## src/rtl/obi_apb_arbiter.sv

```systemverilog
// Round-robin arbiter sharing one OBI-to-APB bridge between NumReq OBI managers.
// One transaction is admitted at a time and stays locked from request through response.
// Grant and response are routed only to the winning requester.
module obi_apb_arbiter #(
    parameter int unsigned NumReq = 2,
    parameter int unsigned IdxW   = (NumReq > 1) ? $clog2(NumReq) : 1
) (
    input  logic                   clk_i,
    input  logic                   rst_ni,
    input  logic [NumReq-1:0]      s_req_i,
    output logic [NumReq-1:0]      s_gnt_o,
    input  logic [NumReq*32-1:0]   s_addr_i,
    input  logic [NumReq-1:0]      s_we_i,
    input  logic [NumReq*4-1:0]    s_be_i,
    input  logic [NumReq*32-1:0]   s_wdata_i,
    output logic [NumReq-1:0]      s_rvalid_o,
    output logic [31:0]            s_rdata_o,
    output logic                   s_err_o,
    output logic                   m_req_o,
    input  logic                   m_gnt_i,
    output logic [31:0]            m_addr_o,
    output logic                   m_we_o,
    output logic [3:0]             m_be_o,
    output logic [31:0]            m_wdata_o,
    input  logic                   m_rvalid_i,
    input  logic [31:0]            m_rdata_i,
    input  logic                   m_err_i,
    output logic                   busy_o
);

    typedef enum logic [1:0] {
        IDLE,
        FWD,
        RESP
    } state_e;

    state_e          state_q, state_d;
    logic [IdxW-1:0] idx_q, idx_d;
    logic [IdxW-1:0] rr_ptr_q, rr_ptr_d;
    logic [IdxW-1:0] winner;
    logic [IdxW-1:0] nxt_ptr;
    logic [IdxW:0]   cand;
    logic            found;

    // Unpacked views of the packed per-requester request buses
    logic [31:0] addr_arr  [NumReq];
    logic [31:0] wdata_arr [NumReq];
    logic [3:0]  be_arr    [NumReq];

    for (genvar k = 0; k < NumReq; k++) begin : g_unpack
        assign addr_arr[k]  = s_addr_i[32*k +: 32];
        assign wdata_arr[k] = s_wdata_i[32*k +: 32];
        assign be_arr[k]    = s_be_i[4*k +: 4];
    end

    // Round-robin search: first requester at or after rr_ptr_q, wrapping by explicit compare
    always_comb begin
        winner = rr_ptr_q;
        found  = 1'b0;
        cand   = '0;
        for (int unsigned i = 0; i < NumReq; i++) begin
            cand = {1'b0, rr_ptr_q} + (IdxW+1)'(i);
            if (cand >= (IdxW+1)'(NumReq)) begin
                cand = cand - (IdxW+1)'(NumReq);
            end
            if (!found && s_req_i[cand[IdxW-1:0]]) begin
                winner = cand[IdxW-1:0];
                found  = 1'b1;
            end
        end
    end

    // Pointer moves just past the requester that was served; wrap by compare, not overflow
    always_comb begin
        if (idx_q == IdxW'(NumReq - 1)) begin
            nxt_ptr = '0;
        end else begin
            nxt_ptr = idx_q + IdxW'(1);
        end
    end

    // State, winner index and round-robin pointer registers
    always_ff @(posedge clk_i or negedge rst_ni) begin
        if (!rst_ni) begin
            state_q  <= IDLE;
            idx_q    <= '0;
            rr_ptr_q <= '0;
        end else begin
            state_q  <= state_d;
            idx_q    <= idx_d;
            rr_ptr_q <= rr_ptr_d;
        end
    end

    // Next-state logic: arbitrate in IDLE, wait for gnt in FWD, wait for rvalid in RESP
    always_comb begin
        state_d  = state_q;
        idx_d    = idx_q;
        rr_ptr_d = rr_ptr_q;
        unique case (state_q)
            IDLE: begin
                if (|s_req_i) begin
                    idx_d   = winner;
                    state_d = FWD;
                end
            end
            FWD: begin
                if (m_gnt_i) begin
                    state_d = RESP;
                end
            end
            RESP: begin
                if (m_rvalid_i) begin
                    rr_ptr_d = nxt_ptr;
                    state_d  = IDLE;
                end
            end
            default: begin
                state_d = IDLE;
            end
        endcase
    end

    // Output logic: request mux only in FWD, response routing only in RESP
    always_comb begin
        s_gnt_o    = '0;
        s_rvalid_o = '0;
        s_rdata_o  = '0;
        s_err_o    = 1'b0;
        m_req_o    = 1'b0;
        m_addr_o   = '0;
        m_we_o     = 1'b0;
        m_be_o     = '0;
        m_wdata_o  = '0;
        busy_o     = (state_q != IDLE);
        unique case (state_q)
            FWD: begin
                m_req_o        = 1'b1;
                m_addr_o       = addr_arr[idx_q];
                m_we_o         = s_we_i[idx_q];
                m_be_o         = be_arr[idx_q];
                m_wdata_o      = wdata_arr[idx_q];
                s_gnt_o[idx_q] = m_gnt_i;
            end
            RESP: begin
                s_rvalid_o[idx_q] = m_rvalid_i;
                s_rdata_o         = m_rdata_i;
                s_err_o           = m_err_i;
            end
            default: begin
            end
        endcase
    end

    // The winner must keep req high until it is granted
    a_req_held: assert property (@(posedge clk_i) disable iff (!rst_ni)
        (state_q == FWD) |-> s_req_i[idx_q]);

    // Bridge handshakes outside their expected phase are ignored and flagged
    a_gnt_in_fwd: assert property (@(posedge clk_i) disable iff (!rst_ni)
        m_gnt_i |-> (state_q == FWD));

    a_rvalid_in_resp: assert property (@(posedge clk_i) disable iff (!rst_ni)
        m_rvalid_i |-> (state_q == RESP));

endmodule

```

## config.mk

```make
export PLATFORM = sky130hd
export DESIGN_NAME = obi_apb_arbiter
export DESIGN_NICKNAME = d
export VERILOG_FILES = /design/src/rtl/obi_apb_arbiter.sv
export SDC_FILE = /design/constraint.sdc
export NUM_CORES = 1
export LEC_CHECK = 0
export CORE_AREA = 3 3 110 112
export DETAILED_ROUTE_END_ITERATION = 8
export DIE_AREA = 0 0 113 115
export PLACE_DENSITY = 0.57
export SLEW_MARGIN = 20
export SYNTH_ARGS = -nofsm -noshare
export SYNTH_HDL_FRONTEND = slang
export SYNTH_SLANG_ARGS = --single-unit
```

## constraint.sdc

```tcl
create_clock -name clk_i -period 2.3 [get_ports clk_i]
set_clock_uncertainty 0.15 [all_clocks]
set_input_delay 0.575 -clock clk_i [delete_from_list [all_inputs] [get_ports clk_i]]
set_output_delay 0.575 -clock clk_i [all_outputs]
set_load 0.05 [all_outputs]
```

==> results of run 1 <==
worst max-delay path: cells and delay by family (launching register included):
| family | cells | cell delay (ps) |
|---|---|---|
| DFF | 1 | 450 |
| and+or+nand+nor | 2 | 480 |
| buffers and inverters | 2 | 370 |
Yosys cell counts, drive strengths merged:
cell,n
a211oi,2
a2bb2oi,1
and2,33
and3,2
buf,16
clkbuf,4
dfrtp,4
inv,2
mux2i,70
nand2b,2
nand3b,2
nor2,71
nor2b,1
nor3,1
nor3b,1
o21ai,1
or2,1
worst max path at each step:
stage | start | to | slack, ps | cells after the start
after floorplan | state_q[1] | m_addr_o[21] | -40 | 5
after global placement | m_rvalid_i | s_rvalid_o[0] | 30 | 4
after detailed placement | m_rvalid_i | s_rvalid_o[0] | 20 | 4
after CTS | state_q[1] | m_wdata_o[13] | -10 | 4
after global routing | state_q[1] | m_addr_o[4] | -30 | 4
final | state_q[1] | m_addr_o[28] | 40 | 4
flip-flops by register name, indices dropped and copies added (netlist names):
name / count
idx_q: 1
rr_ptr_q: 1
state_q: 2
metal layers:
layer | global-route usage | up-vias | wire, µm
met2 | 0.264 | 174 | 5340
met3 | 0.0495 | 9 | 1120
li1 | - | 1261 | -
met4 | 0.0248 | 0 | 123
met1 | 0.147 | 1134 | 3440
met5 | 0 | - | 0
power breakdown:
group / internal (mW) / leakage, nW / switching, mW / total (mW)
clock: 0.230 / 0.0382 / 0.0562 / 0.286
combinational: 3.42 / 2.41 / 4.02 / 7.44
sequential: 0.114 / 0.0455 / 0.0572 / 0.171
total: 3.77 / 2.49 / 4.13 / 7.90
stage by stage:
step                cell area (µm²)   util  hold slack, ps
detailed placement             5580  0.493             388
finish                         5730  0.506             389
global placement               5580  0.493             365
CTS                            5680  0.501             391
global route                   5730  0.506             418
floorplan                      1540      -             129
cell usage in the layout (no fill, tap or decap):
cell	instances
clkdlybuf4s50_1	176
buf_12	110
mux2i_1	70
nor2_1	47
and2_1	33
nor2_2	24
buf_4	6
clkbuf_16	3
inv_1	2
nand3b_1	2
and3_1	2
a211oi_1	2
dfrtp_1	2
nor2b_4	1
nand2b_2	1
or2_2	1
nor3_1	1
nand2b_1	1
o21ai_0	1
nor3b_1	1
a2bb2oi_1	1
clkbuf_1	1
dfrtp_4	1
buf_6	1
dfrtp_2	1
logic make-up after synthesis:
group / Yosys count / share of synthesized area
AO/OA/AOI/OAI: 4 / 0.0187
buffers and inverters: 22 / 0.105
flip-flops: 4 / 0.0651
multiplexers: 70 / 0.456
AND/OR/NAND/NOR: 114 / 0.355
what timing repair did:
| item | CTS | global route |
|---|---|---|
| pin swaps | 0 | 0 |
| resized for setup | 5 | 21 |
| endpoints found under the setup margin | 7 | 73 |
final cells by class:
cell class | count | area share
clock buffer | 4 | 0.0138
inverter | 2 | 0.00131
multi-input combinational | 188 | 0.234
sequential | 4 | 0.0183
tap | 143 | 0.0312
timing repair buffer | 293 | 0.702
==> flow_summary_export.csv, run 1 <==
group,metric,value,unit
run_status,status,"completed",
critical_path,crit_top_cell,"buf_12",
timing,finalSetupViolCount,0,
critical_path,worst_setup_path_start_kind,"flip-flop",
cells_and_area,nNetsFinal,669,
global_route,grt_max_degree,46,
synth,synth_warnings,0,
timing,finalCritPeriodShare,0.984,
cells_and_area,area_delta_synth_final,273,%
clock_tree,cts_tree,"built",
placed_design,hpwl,8.74,mm
synth,yosys.area.top_type,"mux2i_1",
timing,finalMaxSlewViolations,0,
die,fp.dieW,113,µm
drt,via_count,2578,
die,dieArea,13000,µm²
critical_path,path_class,"reg -> out",
critical_path,reg2regPathDepth,3,
timing,tns,0,ps
power_and_ir_drop,cellPowerDensity,1380,nW/µm²
synth,synth_area_leaders,"mux2i_1, nor2_1, and2_1",
die,ios,285,
cells_and_area,finalNonFillerCells,634,
clock_tree,postCtsSetupRepairBufs,0,
critical_path,cp-end-kind,"primary output",
power_and_ir_drop,leakage,2.49,nW
cells_and_area,register_area,105,µm²
drt,wl,10.0,mm
drt,drc_errors,0,
critical_path,cp_slowest_cell,"dfrtp_2",
critical_path,cp.required,1570,ps
critical_path,worstPathArrival,1540,ps
timing,tightest_slew,332,ps
global_route,grt.total_usage,0.138,
timing,fmax,0.442,GHz
global_route,grt_overflow,0,
synth,synth_top_area_share,0.456,
synth,syn-instance-count,214,
power_and_ir_drop,power,7.90,mW
critical_path,max_stage_delay,450,ps
die,core_area,11300,µm²
clock_tree,insertion_delay,230,ps
placed_design,post-place-ws,16.9,ps
die,initial_core_util,0.136,
timing,rsz0062_at_grt,"yes",
drt,post_drt_wl_per_cell,15.8,µm
synth,ys_seq_elements,4,
hold_path,min_from,"rr_ptr_q",
global_route,antenna_found_initial,0,
drt,viasPerCell,4.07,
clock_tree,cts_max_level,1,
cells_and_area,n_antenna_cell,0,
placed_design,place_congestion,0.813,
clock_tree,cts_root_buffer,"clkbuf_16",
synth,synth_area,1540,µm²
cells_and_area,drive_above_1_share,0.303,
timing,fin_ws,36.8,ps
global_route,grt_pass1_wl,14.4,mm
clock_tree,numClockSinks,4,
synth,syn_nets,391,
timing,maxSlewHeadroom,0.779,
synth,syn_area_per_cell,7.18,µm²
global_route,grt_pass1_vias,2740,
die,die-height,115,µm
critical_path,r2r-start,"state_q[0]",
hold_path,whs_endpoint,"rr_ptr_q",
cells_and_area,fill_cells,1016,
placed_design,place_inst,630,
die,rows,39,
job,maxCapViolCount,0,
synth,synth_cell_type_count,20,
clock_tree,holdBufCountCts,0,
drt,ant_nets,0,
drt,dr.pass1.iters,4,
critical_path,reg2reg_slack,1050,ps
critical_path,cp_cell_sequence,"nand2b_2 > buf_12 > nor2_1 > buf_12",
critical_path,worstPathMaxFanout,45,
synth,synth_seq_area_share,0.0651,
drt,drt_iter0_drc,76,
critical_path,timing.rr.end,"idx_q",
hold_path,hp-class,"reg -> reg",
power_and_ir_drop,ir_worst_vdd,801,µV
hold_path,hold_depth,2,
placed_design,portBuffers,284,
clock_tree,cts_buffers,3,
cells_and_area,multi_input_area,1340,µm²
clock_tree,clock_path_buffers,2,
timing,hold_viol,0,
timing,finalWorstPathRequiredPeriod,2260,ps
clock_tree,clk_pin_slew,30,ps
(Power assumes the default switching activity.)
==> run 2: changes to the inputs <==
--- a/config.mk
+++ b/config.mk
@@ -9,6 +9,7 @@
 export DETAILED_ROUTE_END_ITERATION = 8
 export DIE_AREA = 0 0 113 115
 export PLACE_DENSITY = 0.57
+export RECOVER_POWER = 50
 export SLEW_MARGIN = 20
 export SYNTH_ARGS = -nofsm -noshare
 export SYNTH_HDL_FRONTEND = slang
==> flow_summary_export.csv, run 2 (synthesized netlist as in run 1, its figures left out) <==
group,metric,value,unit
critical_path,worst_setup_path_start_kind,"primary input",
power_and_ir_drop,p_sw_frac,0.524,
clock_tree,cts_tree,"built",
clock_tree,numClockSinks,4,
drt,dr.pass1.iters,4,
critical_path,path_class,"in -> out",
placed_design,place_inst,630,
hold_path,whs_endpoint,"rr_ptr_q",
critical_path,max_stage_delay,480,ps
global_route,use_met1,0.147,
cells_and_area,finish.utilization,0.505,
timing,finalWorstPathRequiredPeriod,2270,ps
clock_tree,postCtsSetupRepairBufs,0,
placed_design,placed_area,5580,µm²
global_route,grt_pass1_wl,14.4,mm
timing,maxSlewHeadroom,0.779,
global_route,grt_busiest_layer,"met2",
drt,via_count,2574,
drt,drt_iter0_drc,76,
hold_path,hp-class,"reg -> reg",
placed_design,portBuffers,284,
power_and_ir_drop,p_int,3.76,mW
timing,finalSetupViolCount,0,
cells_and_area,nNetsFinal,669,
power_and_ir_drop,cellPowerDensity,1380,nW/µm²
global_route,met2_usage,0.264,
drt,drc_errors,0,
critical_path,worst-path-buf-inv,3,
critical_path,cp.required,1570,ps
die,initial_core_util,0.136,
timing,tightest_slew,332,ps
global_route,grt.total_usage,0.138,
clock_tree,cts_max_level,1,
cells_and_area,mostFrequentLayoutCell,"clkdlybuf4s50_1",
global_route,grt_pass1_vias,2740,
placed_design,hpwl,8.74,mm
power_and_ir_drop,p_switching,4.14,mW
critical_path,timing.rr.end,"idx_q",
global_route,grt_max_degree,46,
die,die-height,115,µm
cells_and_area,drive_above_1_share,0.301,
power_and_ir_drop,seqPwrFrac,0.022,
global_route,antenna_found_initial,0,
power_and_ir_drop,power_frac_comb,0.942,
clock_tree,cts_root_buffer,"clkbuf_16",
critical_path,worstPathArrival,1550,ps
power_and_ir_drop,ir_worst_vdd,801,µV
critical_path,reg2regPathDepth,3,
power_and_ir_drop,clkPwrFrac,0.036,
cells_and_area,n_antenna_cell,0,
cells_and_area,largest-register,"state_q",
cells_and_area,layout_common_cells,"clkdlybuf4s50_1, buf_12, mux2i_1, nor2_1, and2_1",
die,rows,39,
drt,viasPerCell,4.06,
clock_tree,clk_pin_slew,30,ps
drt,ant_nets,0,
timing,rsz0062_at_grt,"yes",
drt,post_drt_wl_per_cell,15.8,µm
critical_path,reg2reg_slack,1050,ps
timing,fmax,0.440,GHz
cells_and_area,largest_reg_flops,2,
run_status,status,"completed",
hold_path,min_from,"rr_ptr_q",
timing,finalCritPeriodShare,0.988,
job,maxCapViolCount,0,
critical_path,cp_cell_sequence,"clkdlybuf4s50_1 > clkbuf_1 > and3_1 > buf_12",
power_and_ir_drop,power,7.90,mW
cells_and_area,finalNonFillerCells,634,
global_route,grt_overflow,0,
cells_and_area,area_delta_synth_final,272,%
cells_and_area,final_area,5720,µm²
global_route,grtUsageMet3,0.0495,
clock_tree,insertion_delay,230,ps
cells_and_area,top_regs,"state_q (2), idx_q (1), rr_ptr_q (1)",
clock_tree,cts_buffers,3,
timing,finalMaxSlewViolations,0,
critical_path,cp_top_family,"buffers and inverters",
critical_path,cp-end-kind,"primary output",
clock_tree,clock_path_buffers,2,
critical_path,worstPathMaxFanout,2,
critical_path,cp_slowest_cell,"clkdlybuf4s50_1",
die,ios,285,
critical_path,r2r-start,"state_q[0]",
placed_design,place_congestion,0.813,
die,core_area,11300,µm²
die,fp.dieW,113,µm
timing,hold_viol,0,
hold_path,hold_depth,2,
power_and_ir_drop,leakage,2.49,nW
die,dieArea,13000,µm²
drt,wl,10.0,mm
[run 2: per-stage QoR]
stage / setup TNS (ps) / setup WS, ps / hold WS, ps
2_1_floorplan: -440 / -44.0 / 129
3_3_place_gp: 0 / 26.4 / 365
3_5_place_dp: 0 / 16.9 / 388
4_1_cts: -99.5 / -13.6 / 391
5_1_grt: -397 / -25.6 / 418
6_report: 0 / 26.6 / 388
[run 2: how the worst max path moves through the flow]
stage	from	to	slack, ps	cells past startpoint
2_1_floorplan	state_q[1]	m_addr_o[21]	-40	5
3_3_place_gp	m_rvalid_i	s_rvalid_o[0]	30	4
3_5_place_dp	m_rvalid_i	s_rvalid_o[0]	20	4
4_1_cts	state_q[1]	m_wdata_o[13]	-10	4
5_1_grt	state_q[1]	m_addr_o[4]	-30	4
6_report	m_gnt_i	s_gnt_o[1]	30	4
[run 2: worst reg2reg max path, stage by stage (launching register included)]
cell and delay [ps]:
dfrtp_1 460, buf_4 190, nor3b_1 180, a2bb2oi_1 190
[run 2: power groups by stage]
stage	sequential [mW]	combinational, mW	clock [mW]
after floorplan	0.128	3.88	0
after global placement	0.169	7.38	0
after detailed placement	0.171	7.41	0
after CTS	0.170	7.45	0.294
after global routing	0.179	7.73	0.297
final	0.172	7.44	0.286
[run 2: cell type report]
class / instances / area [µm²]
fillers: 1016 / 5600
repair buffers: 293 / 4010
multi-input cells: 188 / 1340
well taps: 143 / 179
flip-flops and latches: 4 / 105
clock buffers: 4 / 78.8
inverters: 2 / 7.51
[run 2: per-layer routing]
| metal | up-vias | share of wire |
|---|---|---|
| met3 | 9 | 0.11 |
| met2 | 174 | 0.53 |
| met1 | 1129 | 0.35 |
| met4 | 0 | 0.013 |
| met5 | - | 0 |
| li1 | 1262 | - |
[run 2: repair_timing]
action                     4_1_cts  5_1_grt
cloned                           0        0
hold buffers                     0        0
setup endpoints to repair        7       73
gates resized for setup          5       21
==> run 3: changes to the inputs <==
--- a/config.mk
+++ b/config.mk
@@ -8,7 +8,8 @@
 export CORE_AREA = 3 3 110 112
 export DETAILED_ROUTE_END_ITERATION = 8
 export DIE_AREA = 0 0 113 115
-export PLACE_DENSITY = 0.57
+export DONT_BUFFER_PORTS = 1
+export PLACE_DENSITY = 0.3
 export RECOVER_POWER = 50
 export SLEW_MARGIN = 20
 export SYNTH_ARGS = -nofsm -noshare
==> flow_summary_export.csv, run 3 (synthesized netlist as in run 1, its figures left out) <==
group,metric,value,unit
critical_path,reg2regPathDepth,3,
drt,post_drt_wl_per_cell,14.5,µm
critical_path,max_stage_delay,430,ps
die,die-height,115,µm
power_and_ir_drop,ir_worst_vdd,644,µV
drt,ant_nets,0,
placed_design,hpwl,5.81,mm
clock_tree,clock_path_buffers,2,
job,maxCapViolCount,0,
timing,finalWorstPathRequiredPeriod,2230,ps
critical_path,path_class,"reg -> out",
cells_and_area,fill_cells,1241,
timing,hold_viol,0,
critical_path,cp_cell_sequence,"buf_12 > mux2i_1 > nor2_1 > buf_4",
timing,fmax,0.448,GHz
clock_tree,cts_tree,"built",
die,core_area,11300,µm²
timing,finalCritPeriodShare,0.971,
drt,drt_iter0_drc,25,
global_route,grt_max_degree,40,
clock_tree,cts_buffers,3,
drt,wl,6.61,mm
cells_and_area,final_area,2680,µm²
critical_path,worst-path-buf-inv,2,
clock_tree,insertion_delay,220,ps
global_route,antenna_found_initial,0,
cells_and_area,mostFrequentLayoutCell,"nor2_1",
timing,finalSetupViolCount,0,
power_and_ir_drop,leakage,1.47,nW
global_route,grt_pass1_wl,8.90,mm
critical_path,cp_slowest_cell,"dfrtp_4",
drt,drc_errors,0,
timing,finalMaxSlewViolations,0,
placed_design,place_congestion,0.678,
critical_path,worstPathMaxFanout,36,
clock_tree,cts_root_buffer,"clkbuf_16",
drt,dr.pass1.iters,4,
cells_and_area,n_antenna_cell,0,
die,dieArea,13000,µm²
critical_path,cp.required,1570,ps
global_route,grt.total_usage,0.0850,
timing,maxSlewHeadroom,0.664,
die,ios,285,
cells_and_area,finish.utilization,0.237,
run_status,status,"completed",
power_and_ir_drop,cellPowerDensity,2030,nW/µm²
timing,tightest_slew,505,ps
global_route,grt_overflow,0,
critical_path,cp-end-kind,"primary output",
cells_and_area,nNetsFinal,490,
global_route,grt_pass1_vias,1825,
cells_and_area,layout_common_cells,"nor2_1, mux2i_1, buf_4, and2_1, buf_2",
cells_and_area,top_regs,"state_q (2), idx_q (1), rr_ptr_q (1)",
die,rows,39,
timing,rsz0062_at_grt,"no",
critical_path,worst_setup_path_start_kind,"flip-flop",
critical_path,cp_top_family,"flip-flops",
die,fp.dieW,113,µm
placed_design,placed_area,2680,µm²
cells_and_area,drive_above_1_share,0.388,
hold_path,hold_depth,1,
critical_path,r2r-start,"state_q[1]",
clock_tree,cts_max_level,1,
critical_path,reg2reg_slack,1060,ps
hold_path,min_from,"s_req_i[0]",
timing,whs,301,ps
hold_path,whs_endpoint,"idx_q",
critical_path,worstPathArrival,1510,ps
clock_tree,numClockSinks,4,
clock_tree,clk_pin_slew,30,ps
hold_path,hp-class,"in -> reg",
drt,viasPerCell,4.11,
die,initial_core_util,0.136,
critical_path,timing.rr.end,"idx_q",
cells_and_area,largest-register,"state_q",
drt,via_count,1872,
cells_and_area,area_delta_synth_final,74.7,%
placed_design,portBuffers,0,
cells_and_area,largest_reg_flops,2,
## run 3: cell type report
type                    instances  area (µm²)  share of cell area
multi-input cells             188        1280               0.477
repair buffers                114        1030               0.384
well taps                     143         179              0.0667
flip-flops and latches          4         106              0.0396
clock buffers                   4        78.8              0.0294
inverters                       2        7.51             0.00280
## run 3: per-layer routing
metal / vias up / share of wire / routed length [µm] / track usage
met3: 2 / 0.12 / 787 / 0.0147
met5: - / 0 / 0 / 0
met4: 0 / 0.0045 / 30 / 0.0192
met2: 167 / 0.58 / 3830 / 0.184
met1: 797 / 0.30 / 1970 / 0.0813
li1: 906 / - / - / -
## run 3: worst max path at each step
stage	start	to	depth (start not counted)
2_1_floorplan	state_q[1]	m_addr_o[21]	5
3_3_place_gp	state_q[0]	s_rdata_o[12]	4
3_5_place_dp	state_q[1]	m_wdata_o[29]	4
4_1_cts	state_q[1]	m_wdata_o[29]	4
5_1_grt	state_q[1]	s_gnt_o[1]	5
6_report	idx_q	m_wdata_o[3]	4
## run 3: repair_timing
action	in CTS	in global routing
resized for setup	0	4
hold buffers	1	0
setup endpoints to repair	0	72
endpoints found under the hold margin	4	0
setup buffers	0	1
## run 3: report_power, final
part	switching, mW	internal [mW]
logic	3.49	1.50
registers	0.0607	0.116
clock network	0.0526	0.229
## run 3: per-stage QoR
| stage | std cells | TNS, ps | power [mW] | setup slack [ps] |
|---|---|---|---|---|
| global placement | 449 | 0 | 5.37 | 282 |
| global route | 455 | 0 | 5.72 | 12.3 |
| floorplan | 214 | -440 | 4.00 | -44.0 |
| detailed placement | 449 | 0 | 5.38 | 257 |
| finish | 455 | 0 | 5.44 | 66.6 |
| CTS | 454 | 0 | 5.67 | 17.2 |
